**src/rtl/serial_feeder_pkg.sv**
```systemverilog
// Shared types and constants for serial_word_feeder and its holding buffer.
package serial_feeder_pkg;

    typedef enum logic {
        IDLE  = 1'b0,
        SHIFT = 1'b1
    } state_t;

    localparam int DEFAULT_WIDTH = 8;

    // Bit-counter width for a WIDTH-bit word; never narrower than one bit.
    function automatic int cnt_width(input int width);
        return (width > 2) ? $clog2(width) : 1;
    endfunction

endpackage

```
**src/rtl/serial_feeder_skid.sv**
```systemverilog
// One-entry holding buffer for serial_word_feeder; compiled only when
// SERIAL_FEEDER_SKID_EN is defined.
`ifdef SERIAL_FEEDER_SKID_EN
module serial_feeder_skid
    import serial_feeder_pkg::*;
#(
    parameter int WIDTH = DEFAULT_WIDTH
) (
    input  logic             clk,
    input  logic             rst,
    input  logic             push,
    input  logic [WIDTH-1:0] push_data,
    input  logic             pop,
    output logic             full,
    output logic [WIDTH-1:0] pop_data
);

    logic [WIDTH-1:0] word;

    // A push in the same cycle as a pop refills the entry, so push wins.
    always_ff @(posedge clk) begin
        if (!rst) begin
            full <= 1'b0;
        end else if (push) begin
            full <= 1'b1;
        end else if (pop) begin
            full <= 1'b0;
        end
    end

    // NOTE: the payload register has no reset; it is only ever read while
    // full is set, so resetting it would cost logic and buy nothing.
    always_ff @(posedge clk) begin
        if (push) begin
            word <= push_data;
        end
    end

    assign pop_data = word;

endmodule
`endif

```
**src/rtl/serial_word_feeder.sv**
```systemverilog
// Parallel-in/serial-out feeder for the sequence detector. Define
// SERIAL_FEEDER_SKID_EN to add a one-entry holding buffer for gap-free streams.
module serial_word_feeder
    import serial_feeder_pkg::*;
#(
    parameter int WIDTH     = DEFAULT_WIDTH,
    parameter bit MSB_FIRST = 1'b1
) (
    input  logic             clk,
    input  logic             rst,
    input  logic [WIDTH-1:0] in_data,
    input  logic             in_valid,
    output logic             in_ready,
    output logic             data,
    output logic             data_valid,
    output logic             word_done
);

    localparam int            CW   = cnt_width(WIDTH);
    localparam logic [CW-1:0] LAST = CW'(WIDTH - 1);

    state_t           state, state_nx;
    logic [WIDTH-1:0] sreg, sreg_nx;
    logic [CW-1:0]    cnt, cnt_nx;
    logic             data_nx, data_valid_nx, word_done_nx;
    logic             accept;
    logic             load;
    logic [WIDTH-1:0] load_word;

    assign accept = in_valid && in_ready;

`ifdef SERIAL_FEEDER_SKID_EN
    logic             buf_full;
    logic             buf_push;
    logic             buf_pop;
    logic [WIDTH-1:0] buf_data;

    assign in_ready  = rst && !buf_full;
    // Words arriving while a word is shifting are parked; the buffer always
    // feeds the shift register ahead of the input so order is preserved.
    assign buf_push  = accept && (state == SHIFT);
    assign load      = ((state == IDLE) && (buf_full || accept)) ||
                       ((state == SHIFT) && (cnt == LAST) && buf_full);
    assign buf_pop   = load && buf_full;
    assign load_word = buf_full ? buf_data : in_data;

    serial_feeder_skid #(
        .WIDTH(WIDTH)
    ) u_skid (
        .clk      (clk),
        .rst      (rst),
        .push     (buf_push),
        .push_data(in_data),
        .pop      (buf_pop),
        .full     (buf_full),
        .pop_data (buf_data)
    );
`else
    assign in_ready  = rst && (state == IDLE);
    assign load      = accept;
    assign load_word = in_data;
`endif

    // NOTE: combinational blocks use blocking '=' and start with a default for
    // every output so no path leaves a signal unassigned (no inferred latch).
    always_comb begin
        state_nx      = state;
        sreg_nx       = sreg;
        cnt_nx        = cnt;
        data_nx       = 1'b0;
        data_valid_nx = 1'b0;
        word_done_nx  = 1'b0;

        if (load) begin
            state_nx      = SHIFT;
            data_nx       = MSB_FIRST ? load_word[WIDTH-1] : load_word[0];
            sreg_nx       = MSB_FIRST ? (load_word << 1) : (load_word >> 1);
            cnt_nx        = '0;
            data_valid_nx = 1'b1;
        end else if ((state == SHIFT) && (cnt != LAST)) begin
            data_nx       = MSB_FIRST ? sreg[WIDTH-1] : sreg[0];
            sreg_nx       = MSB_FIRST ? (sreg << 1) : (sreg >> 1);
            cnt_nx        = cnt + CW'(1);
            data_valid_nx = 1'b1;
            word_done_nx  = (cnt_nx == LAST);
        end else begin
            state_nx = IDLE;
            cnt_nx   = '0;
        end
    end

    // NOTE: state is updated with non-blocking '<=' so every register samples
    // the pre-edge values, independent of statement order.
    always_ff @(posedge clk) begin
        if (!rst) begin
            state      <= IDLE;
            sreg       <= '0;
            cnt        <= '0;
            data       <= 1'b0;
            data_valid <= 1'b0;
            word_done  <= 1'b0;
        end else begin
            state      <= state_nx;
            sreg       <= sreg_nx;
            cnt        <= cnt_nx;
            data       <= data_nx;
            data_valid <= data_valid_nx;
            word_done  <= word_done_nx;
        end
    end

endmodule

```
**config.mk**
```make
export PLATFORM = sky130hd
export DESIGN_NAME = serial_word_feeder
export DESIGN_NICKNAME = d
export VERILOG_FILES = /design/src/rtl/serial_feeder_pkg.sv /design/src/rtl/serial_feeder_skid.sv /design/src/rtl/serial_word_feeder.sv
export SDC_FILE = /design/constraint.sdc
export NUM_CORES = 1
export LEC_CHECK = 0
export BUFFER_PORTS_ARGS = -buffer_cell sky130_fd_sc_hd__buf_2
export CORE_UTILIZATION = 33
export CTS_CLUSTER_SIZE = 25
export DETAILED_ROUTE_END_ITERATION = 8
export SLEW_MARGIN = 20
export SYNTH_ARGS = -nofsm -noshare
export SYNTH_HDL_FRONTEND = slang
export SYNTH_SLANG_ARGS = --single-unit
```
**constraint.sdc**
```tcl
create_clock -name clk -period 2.6 [get_ports clk]
set_input_delay 0.26 -clock clk [delete_from_list [all_inputs] [get_ports clk]]
set_output_delay 0.26 -clock clk [all_outputs]
set_load 0.01 [all_outputs]
```
==> results.md <==
- Outcome: finished clean
- Final instance area: 696.9 um^2
- Pre-Repair DR Iteration Count: 4
- Reg clk slew, reported paths: approximately 0.09 ns
- Layout cells sized above 1: 26.39%
- Leak: 0.0003040 uW
- Row cnt: 14
- TritonCTS clock tree: done
- Finish-stage setup viols: 0
- Fmax: about 670 MHz
- Chip height: 44.31 um
- Post_cts resized: 0
- Hold WS: roughly 0.24 ns
- Via Count: 464
- Post-Route WL: ~1100 um
- CTS root buffer: clkbuf_4
- Wire per inst: between 10 and 15 um
- GPL Wtd Cong: 0.6879
- Setup repair bufs after CTS: 0
- Post-cts hold buffer count: 0
- CP Max Fanout: 9
- Final Max Tran Viols: 0
- Vias per cell: 4.833
- Critical path data required time: 2.81 ns
- Period utilisation layout: a little under three fifths
- H-tree depth: 1
- Peak supply drop: 0.2609 mV
- Starting density of the core: approximately 37%
- CP arrival: 1.70 ns
- Worst hold path type: in -> reg
- Grt ovf: 0
- Setup TNS: 0 ns
- Startpoint types: register
- Post-Place Cells: 92
- I/O Pins: 15
- Final Hold Fails: 0
- # clock sinks: 14
- Power density over cell area: 627.8 nW/um^2
- # DRC: 0
- Number of synthesized register bits: 14
- P&R area growth vs syn: 18.01%
- Initial drt markers: 11
- Chip width: approximately 44 um
- Die Area: 1963 um^2
- Initial antenna violation count: 0
- Number of port buffers: 14
- Register area share after synthesis: 47.46%
- Slew headroom: between 60% and 70%
- First-pass GRT wire length: around 1900 um
- Crit end category: register
- Crit Path Class: reg -> reg
- Routed Antenna Nets: 0
- Yosys warnings: 0
- Clk buf depth: 2
- Non-Filler Instances: 96
- Tot Pwr: 437.5 uW
- Avg Cell Area, Syn: ~10 um^2
- Post-synthesis instance total: 59
- MaxCap Viol Count: 0
- Vias in the first global route: about 420
- Clk_lat worst skew: 0.28 ns
- Fill count: 167
- Gr usage total: 13.28%
- Fin nets: 87
- Total CTS buffers: 3
- Pin count of the biggest net entering global routing: 14
- Clock Skew: around 0.0069 ns
- Placed cell area: between 600 and 700 um^2
- Post-synthesis cell type count: 19
- HPWL after DPL: between 700 and 800 um
- Worst-margin pin slew: 0.4626 ns
- # diodes: 0
- CORE AREA: around 1600 um^2
- Unrepaired setup endpoints after global routing: false
- Post-Syn Area: 590.6 um^2
- Min Tclk post-route: 1.494 ns
- Post-Syn Nets: 73
## routing by layer
metal,part of all wire [%],wire length (um),global-route usage [%]
met4,0.47,5,5.455
met1,47,495,15.87
met3,6.1,65,6.531
met5,0,0,0
met2,47,497,20.29
## synth_stat cells
library cell	instances	area, um^2
and3_4	1	11.26
nor2b_1	2	12.51
o21ai_0	1	5.000
inv_1	1	3.750
a21boi_0	8	60.06
nor2_1	2	7.510
buf_6	1	11.26
and2b_1	2	15.01
nand2b_1	1	6.260
clkbuf_1	1	3.750
nand2_1	1	3.750
clkbuf_2	3	15.01
and2_1	2	12.51
or2b_1	1	7.510
a22oi_1	7	52.55
mux2i_1	1	10.01
nand3_1	7	35.03
dfxtp_1	14	280.3
ha_1	3	37.54
## where the power goes
group / internal [uW] / switching, uW
registers: 226 / 6.93
logic: 21.6 / 25.2
clock network: 85.2 / 72.2
total: 333 / 104
## final timing paths
path / cells after the start / endpoint / slack (ns) / startpoint
setup reg to reg: 5 / sreg[7] / 1.11 / cnt[0]
hold / removal: 3 / data / 0.24 / in_data[7]
setup / recovery: 5 / sreg[7] / 1.11 / cnt[0]
hold reg to reg: 1 / cnt[0] / 0.44 / cnt[0]
## area by class of cell
type,count,area (um^2),share of cell area [%]
Tap cell,24,30.03,4.309
Multi-Input combinational cell,39,276.5,39.68
Timing Repair Buffer,14,70.07,10.05
Sequential cell,14,280.3,40.22
Clock buffer,4,36.28,5.206
Inverter,1,3.754,0.5386
## logic make-up after synthesis
logic type               after synthesis  share of synthesized area (%)
AND/OR/NAND/NOR                       19                          18.85
AO/OA/AOI/OAI                         16                          19.91
flip-flops                            14                          47.46
buffers and inverters                  6                          5.718
adder cells (fa/ha/maj)                3                          6.357
multiplexers                           1                          1.695
## state kept, by name, indices dropped and copies added (netlist names)
name / flops
word_done: 1
sreg: 7
data: 1
state: 1
data_valid: 1
cnt: 3
## placed cells by master (no fill, tap or decap), drive strengths merged
cell type	Yosys	final
a22oi	7	7
inv	1	1
nor2b	2	2
ha	3	3
clkbuf	4	4
nand2b	1	1
nor2	2	2
o21ai	1	1
nand2	1	1
and2b	2	2
or2b	1	1
and2	2	2
buf	1	14
dfxtp	14	14
and3	1	1
a21boi	8	8
mux2i	1	1
nand3	7	7
## critical path, cell delays in order, from the launching register on
cell and delay [ns]:
dfxtp_1 0.33, ha_1 0.19, ha_1 0.20, and2b_1 0.38
a22oi_1 0.14, a21boi_0 0.18
## metrics by stage
stage          util, %  setup WS, ns
6_report         43.72         1.106
5_1_grt          43.72        0.9595
4_1_cts          43.72         1.093
3_5_place_dp     41.44         1.115
3_3_place_gp     41.44         1.164
2_1_floorplan        -         1.255
Power figures use the tool's default switching activity.
